<file path="src/rtl/rtc_timer_sched.sv">
// Multi-channel millisecond software-timer scheduler: one shared decrementer
// walks the channels after each RTC tick and raises prioritised pending flags.
module rtc_timer_sched #(
  parameter  int NUM_CH = 8,
  localparam int CH_W   = $clog2(NUM_CH)
) (
  input  logic              clk_i,
  input  logic              rst_i,
  input  logic              tick_i,
  input  logic              cfg_we_i,
  input  logic [CH_W-1:0]   cfg_ch_i,
  input  logic [31:0]       cfg_period_i,
  input  logic              cfg_periodic_i,
  input  logic              cfg_en_i,
  input  logic              ack_i,
  input  logic [CH_W-1:0]   ack_ch_i,
  output logic              irq_o,
  output logic [CH_W-1:0]   irq_ch_o,
  output logic [NUM_CH-1:0] pending_o,
  output logic [NUM_CH-1:0] active_o,
  output logic              busy_o,
  output logic              overrun_o
);

  typedef enum logic {IDLE = 1'b0, SCAN = 1'b1} state_e;

  state_e            state_r;
  logic [CH_W-1:0]   idx_r;
  logic              tick_pend_r;
  logic              overrun_r;
  logic [31:0]       period_r [NUM_CH];
  logic [31:0]       remain_r [NUM_CH];
  logic [NUM_CH-1:0] en_r;
  logic [NUM_CH-1:0] periodic_r;
  logic [NUM_CH-1:0] pending_r;

  logic [NUM_CH-1:0] cfg_hit_s;
  logic [NUM_CH-1:0] scan_hit_s;
  logic [NUM_CH-1:0] fire_s;
  logic [NUM_CH-1:0] ack_hit_s;
  logic [CH_W-1:0]   irq_ch_s;

  // Per-channel decode of config, scan, expiry and acknowledge events
  always_comb begin
    cfg_hit_s  = {NUM_CH{1'b0}};
    scan_hit_s = {NUM_CH{1'b0}};
    fire_s     = {NUM_CH{1'b0}};
    ack_hit_s  = {NUM_CH{1'b0}};
    for (int i = 0; i < NUM_CH; i++) begin
      cfg_hit_s[i]  = cfg_we_i && (cfg_ch_i == CH_W'(i));
      scan_hit_s[i] = (state_r == SCAN) && (idx_r == CH_W'(i)) && en_r[i];
      fire_s[i]     = scan_hit_s[i] && (remain_r[i] == 32'd1);
      ack_hit_s[i]  = ack_i && (ack_ch_i == CH_W'(i));
    end
  end

  // Lowest-index pending channel wins; walk from the top so index 0 lands last
  always_comb begin
    irq_ch_s = {CH_W{1'b0}};
    for (int i = NUM_CH - 1; i >= 0; i--) begin
      if (pending_r[i]) begin
        irq_ch_s = CH_W'(i);
      end else begin
        irq_ch_s = irq_ch_s;
      end
    end
  end

  // Scan sequencer and tick capture; a tick landing on the consuming cycle stays queued
  always_ff @(posedge clk_i or posedge rst_i) begin
    if (rst_i) begin
      state_r     <= IDLE;
      idx_r       <= {CH_W{1'b0}};
      tick_pend_r <= 1'b0;
      overrun_r   <= 1'b0;
    end else begin
      if (tick_i && tick_pend_r) begin
        overrun_r <= 1'b1;
      end
      tick_pend_r <= tick_i || (tick_pend_r && (state_r != IDLE));
      case (state_r)
        IDLE: begin
          if (tick_pend_r) begin
            state_r <= SCAN;
            idx_r   <= {CH_W{1'b0}};
          end
        end
        SCAN: begin
          if (idx_r == CH_W'(NUM_CH - 1)) begin
            state_r <= IDLE;
          end else begin
            idx_r <= idx_r + CH_W'(1);
          end
        end
        default: begin
          state_r <= IDLE;
          idx_r   <= {CH_W{1'b0}};
        end
      endcase
    end
  end

  // Channel state: a config write overrides the scan update, and a fire beats an ack
  always_ff @(posedge clk_i or posedge rst_i) begin
    if (rst_i) begin
      for (int i = 0; i < NUM_CH; i++) begin
        period_r[i] <= 32'd0;
        remain_r[i] <= 32'd0;
      end
      en_r       <= {NUM_CH{1'b0}};
      periodic_r <= {NUM_CH{1'b0}};
      pending_r  <= {NUM_CH{1'b0}};
    end else begin
      for (int i = 0; i < NUM_CH; i++) begin
        if (cfg_hit_s[i]) begin
          period_r[i]   <= cfg_period_i;
          remain_r[i]   <= cfg_period_i;
          periodic_r[i] <= cfg_periodic_i;
          en_r[i]       <= cfg_en_i && (cfg_period_i != 32'd0);
        end else if (fire_s[i]) begin
          if (periodic_r[i]) begin
            remain_r[i] <= period_r[i];
          end else begin
            remain_r[i] <= 32'd0;
            en_r[i]     <= 1'b0;
          end
        end else if (scan_hit_s[i]) begin
          remain_r[i] <= remain_r[i] - 32'd1;
        end

        if (cfg_hit_s[i]) begin
          pending_r[i] <= 1'b0;
        end else if (fire_s[i]) begin
          pending_r[i] <= 1'b1;
        end else if (ack_hit_s[i]) begin
          pending_r[i] <= 1'b0;
        end
      end
    end
  end

  assign irq_o     = |pending_r;
  assign irq_ch_o  = irq_ch_s;
  assign pending_o = pending_r;
  assign active_o  = en_r;
  assign busy_o    = (state_r == SCAN);
  assign overrun_o = overrun_r;

endmodule

</file>
<file path="config.mk">
export PLATFORM = sky130hd
export DESIGN_NAME = rtc_timer_sched
export DESIGN_NICKNAME = d
export VERILOG_FILES = /design/src/rtl/rtc_timer_sched.sv
export SDC_FILE = /design/constraint.sdc
export NUM_CORES = 2
export LEC_CHECK = 0
export CORE_MARGIN = 5
export CORE_UTILIZATION = 63
export CTS_CLUSTER_SIZE = 30
export DETAILED_ROUTE_END_ITERATION = 10
export HOLD_SLACK_MARGIN = 0.12
export PLACE_DENSITY = 0.79
export SLEW_MARGIN = 20
export SYNTH_ARGS = -nofsm -noshare
export SYNTH_HDL_FRONTEND = slang
export SYNTH_SLANG_ARGS = --single-unit
</file>
<file path="constraint.sdc">
create_clock -name clk_i -period 26 [get_ports clk_i]
set_input_delay 5.2 -clock clk_i [delete_from_list [all_inputs] [get_ports clk_i]]
set_output_delay 5.2 -clock clk_i [all_outputs]
set_load 0.05 [all_outputs]
</file>
## Word level (Yosys, flattened, before mapping)

Cells that the tools add are included.

| word-level totals | value |
|---|---|
| register bits after elaboration | 542 |
| input port bits | 45 |
| output and inout bits | 22 |
| word-level logic and storage cells | 269 |

| cells by class | value |
|---|---|
| add/subtract/negate cells | 9 |
| eq/ne operators | 39 |
| mux-type cells | 94 |
| bitwise gates (word level) | 1 |
| reduce and logical (&&, ||, !) cells | 82 |

Operators by type and width:

| cell | count |
|---|---|
| $mux W32 | 32 |
| $eq A32 B1 Y1 const B | 8 |
| $sub A32 B1 Y32 const B | 8 |
| $mux W1 | 50 |
| $reduce_bool A3 Y1 | 16 |
| $logic_and A1 B1 Y1 | 43 |
| $eq A3 B3 Y1 const B | 12 |
| $reduce_bool A32 Y1 | 1 |
| $mux W3 | 10 |
| $eq A3 B2 Y1 const B | 6 |
| $reduce_and A2 Y1 | 9 |
| $ne A2 B1 Y1 const B | 8 |
| $reduce_bool A2 Y1 | 8 |
| $eq A3 B1 Y1 const B | 3 |
| $logic_not A3 Y1 | 3 |
| $reduce_or A8 Y1 | 1 |
| $pmux W3 S2 | 1 |
| $ne A2 B2 Y1 const B | 2 |
| $add A3 B1 Y3 const B | 1 |
| $pmux W1 S2 | 1 |
| $logic_or A1 B1 Y1 | 1 |
| $not A1 Y1 | 1 |

## Logic depth before layout (Yosys ltp)

| logic depth | value |
|---|---|
| word-level depth | 8 |
| mapped depth | 11 |
| gate-level depth less buffers | 8 |

## Least setup slack after synthesis

Ideal clock, no wire load.

| path | value |
|---|---|
| kind | flip-flop to output port |
| start | reg pending_r[6], in the netlist pending_o[6] |
| end | out irq_ch_o[1] |
| arrival time | 2.000 ns |
| required time | 20.800 ns |
| path slack | 18.800 ns |
| stages on the path, launching flop included | 5 |
| buffers on the path | 0 |
| cells stage by stage | dfrtp_1 nor2_1 nor3_1 nor3_1 nor3_1 |

| between the ends | value |
|---|---|
| longest elaborated chain between the ends | 7 |

Ends and longest elaborated chain:

| item | RTL line | source |
|---|---|---|
| from (decl) | 35 | `logic [NUM_CH-1:0] pending_r;` |
| from (signal assigned) | 112 | `pending_r <= {NUM_CH{1'b0}};` |
| $mux W3 (7 in a row) | 61 | `if (pending_r[i]) begin` |
| to (decl) | 18 | `output logic [CH_W-1:0] irq_ch_o,` |

No other way between the ends.

==> metrics.md <==
| Metric | Value |
|---|---|
| Status | `finished clean` |
| Multiplexer area fraction after synthesis | `less than 1%` |
| Drt drc | `0` |
| Mapped Area | `between 0.03 and 0.04 mm²` |
| Worst-path clk slew | `approximately 0.060 ns` |
| CTS tree | `done` |
| FFs w/ async S/R, synth | `100%` |
| Final hold violations | `0` |
| Top_reg_cell synth | `dfrtp_1` |
| Max Cap Viol | `0` |
| # fillers | `approximately 3,700` |
| Die Ht | `between 200 and 250 µm` |
| Site Rows | `80` |
| Maximum VDD drop | `roughly 0.09 mV` |
| Root Driver | `clkbuf_16` |
| Post-Synth Adder-Cell Area | `less than 1%` |
| Pre-antenna DRT Iters | `8` |
| Nets | `around 3,700` |
| Die ar. | `about 0.053 mm²` |
| Critical path class | `input port to async pin` |
| Hold_buf cts | `0` |
| EDFF count, synth | `0` |
| Worst EP required | `between 20 and 30 ns` |
| Synth Area in Compound Gates | `between 10% and 20%` |
| Placed cell area | `between 0.03 and 0.04 mm²` |
| PD cells | `86.5 mW/mm²` |
| Fin area | `0.0335 mm²` |
| Count of final setup violators | `0` |
| Antenna cells | `0` |
| First-pass GRT wire length | `around 160,000 µm` |
| Final clock skew | `0.0325 ns` |
| Maximum fanout along the worst path | `approximately 150` |
| Die Width | `~230 µm` |
| Unique cell type count in the Yosys netlist | `84` |
| FF/Latch Area | `roughly 0.014 mm²` |
| Post-Syn Instances | `around 3,700` |
| Initial antenna violation count | `1` |
| Clock latency on the worst-skew pair | `roughly 0.64 ns` |
| Setup TNS Final | `0 ns` |
| Post-DP HPWL | `62,300 µm` |
| #FFs+latches synth | `between 500 and 600` |
| DR vias | `30,076` |
| CTS H-tree lvls | `2` |
| Share of cells above drive strength 1 | `between 6 and 7%` |
| Largest net degree at the start of global routing | `approximately 160` |
| Grt ovf | `0` |
| Crit path arrival time | `~9 ns` |
| Placer Congestion | `roughly 0.97` |
| Fmax | `roughly 120 MHz` |
| CTS resizes | `0` |
| RSZ-0062 raised after global routing | `no` |
| Ys Warns | `0` |
| Slew @ Worst Pin | `1.21 ns` |
| CTS Buf Count | `58` |
| Area Growth Syn to Fin | `10.3%` |
| Total GRT Usage | `between 30% and 40%` |
| Mean Syn Cell Area | `approximately 8 µm²` |
| # port buffers | `66` |
| Area occupied by multi-input gates | `around 0.016 mm²` |
| Final period util | `about a third` |
| Vias in the first global route | `around 29,000` |
| Post-place setup slack | `16.94 ns` |
| Clock period minus worst slack | `roughly 8.3 ns` |
| Vias per cell | `around 7` |
| Final ANT Viol Nets | `0` |
| DRT iter0 DRCs | `4,680` |
| Slew Viols, Final | `0` |
| Syn Nets | `3,785` |
| Rel. slew slack | `19.4%` |
| Post-Route WL | `between 100,000 and 150,000 µm` |
| Per-cell routed wire length | `23.5 µm` |
| Largest family of logic cells by synthesized area | `simple AND/OR/NAND/NOR gates` |
| Post-CTS Setup Inserts | `0` |
| Ports | `between 60 and 70` |
| P_leak | `approximately 14 nW` |
| Total core area | `roughly 0.048 mm²` |
| XOR/XNOR Fraction of Synth Area | `roughly 2.3%` |
| Crit end category | `async pin` |
| Simple-gate share of the synthesized area | `between 20% and 30%` |
| CTS max path bufs | `3` |
| CP startpoint kind | `input port` |
| Starting Density | `a little under two thirds` |
| Seq/Total Area, Yosys | `approximately 45%` |
| Setup WS post-layout | `between 15 and 20 ns` |
| Hold Path Class | `flip-flop to flip-flop` |
| Clock Sinks | `approximately 540` |
## path summary, 6_finish.rpt
path                                     startpoint                        end  slack (ns)  depth (start not counted)
setup / recovery                              rst_i  remain_r[187]$_DFFE_PP0P_       17.66                          5
hold / removal                overrun_o$_DFFE_PP0P_      overrun_o$_DFFE_PP0P_        0.45                          1
setup reg to reg           remain_r[10]$_DFFE_PP0P_   remain_r[28]$_DFFE_PP0P_       22.10                          6
hold reg to reg               overrun_o$_DFFE_PP0P_      overrun_o$_DFFE_PP0P_        0.45                          1
max in group clk_i                      cfg_ch_i[1]  remain_r[209]$_DFFE_PP0P_       18.05                          8
min in group asynchronous                     rst_i  remain_r[140]$_DFFE_PP0P_        5.17                          2
## logic make-up after synthesis
family | after synthesis
simple gates | 1917
compound gates | 839
flops | 542
buf+inv | 303
xor+xnor | 78
fa+ha+maj | 22
mux | 17
## per-stage QoR
stage	utilization [%]	power [mW]	cells	hold slack, ns
detailed placement	65.9	1.98	4206	0.444
finish	70.3	2.89	4313	0.454
CTS	70.2	2.87	4313	0.458
global placement	65.9	1.93	4206	0.444
global route	70.3	3.04	4313	0.474
floorplan	-	1.75	3718	0.432
## worst max-delay path, stage by stage
cell,delay [ns]
clkdlybuf4s50_1,0.49
inv_8,0.62
buf_12,0.67
buf_4,0.85
buf_4,0.84
## flip-flops by register name (all words and copies together), names as in the netlist
signal	count
remain_r	256
active_o	8
busy_o	1
pending_o	8
periodic_r	8
period_r	256
tick_pend_r	1
overrun_o	1
idx_r	3
## Yosys cell counts (all sizes together), types with 15 or more instances
| master | number | area share [%] |
|---|---|---|
| and2 | 17 | 0.35 |
| a21oi | 183 | 3.0 |
| nand3 | 101 | 1.7 |
| a22oi | 44 | 1.1 |
| nor3 | 135 | 2.3 |
| ha | 22 | 0.91 |
| o22a | 15 | 0.43 |
| xnor2 | 39 | 1.1 |
| buf | 46 | 0.70 |
| dfrtp | 542 | 45 |
| inv | 35 | 0.43 |
| xor2 | 39 | 1.1 |
| or4 | 52 | 1.3 |
| a221oi | 26 | 0.75 |
| o31ai | 21 | 0.54 |
| o21ai | 153 | 2.5 |
| a21o | 21 | 0.52 |
| a31oi | 111 | 2.3 |
| o22ai | 36 | 0.74 |
| clkbuf | 222 | 2.7 |
| nor4 | 106 | 2.5 |
| nor4b | 16 | 0.46 |
| a211oi | 20 | 0.49 |
| nand2b | 15 | 0.31 |
| o211ai | 63 | 1.6 |
| nand4 | 47 | 0.97 |
| nand2 | 1021 | 13 |
| or3 | 41 | 0.85 |
| nor2 | 245 | 3.0 |
| and3 | 40 | 0.82 |
## power breakdown
part	total [mW]	switching [mW]	leakage, nW	internal, mW
Combinational	0.698	0.412	6.74	0.286
Clock	0.895	0.361	1.02	0.533
Sequential	1.30	0.255	6.61	1.05
## cells in the final DEF, fill, tap and decap left out, types with 13 or more instances in the layout
master,count
a211oi_1,20
a21o_1,21
a21oi_1,183
a221o_1,13
a221oi_1,26
a22oi_1,44
a31oi_1,111
and2_1,17
and3_1,40
buf_4,73
clkbuf_16,58
clkdlybuf4s50_1,66
clkinv_2,13
dfrtp_1,542
ha_1,22
inv_1,34
mux2i_1,13
nand2_1,1020
nand2b_1,15
nand3_1,100
nand4_1,47
nand4b_1,13
nor2_1,243
nor3_1,131
nor4_1,93
nor4b_1,15
o211ai_1,63
o21ai_0,150
o22a_1,15
o22ai_1,36
o31ai_1,20
or2_2,13
or3_1,40
or4_1,48
xnor2_1,39
xor2_1,39
## routing by layer
metal | part of all wire [%] | GRT usage [%] | vias to the layer above | wire, µm
met3 | 12 | 7.72 | 408 | 11900
met1 | 38 | 51.4 | 14494 | 38600
met5 | 0.028 | 0 | - | 28
li1 | - | - | 13239 | -
met2 | 44 | 57.1 | 1931 | 44600
met4 | 6.2 | 20.8 | 4 | 6330
## area by class of cell
cell class | instances | area share (%)
Clock buffer | 78 | 4.92
Sequential cell | 542 | 40.5
Tap cell | 615 | 2.30
Multi-Input combinational cell | 2873 | 46.9
Inverter | 35 | 0.415
Timing Repair Buffer | 141 | 3.70
Clock inverter | 29 | 1.22
No activity file was read; power rests on OpenSTA's default activity.
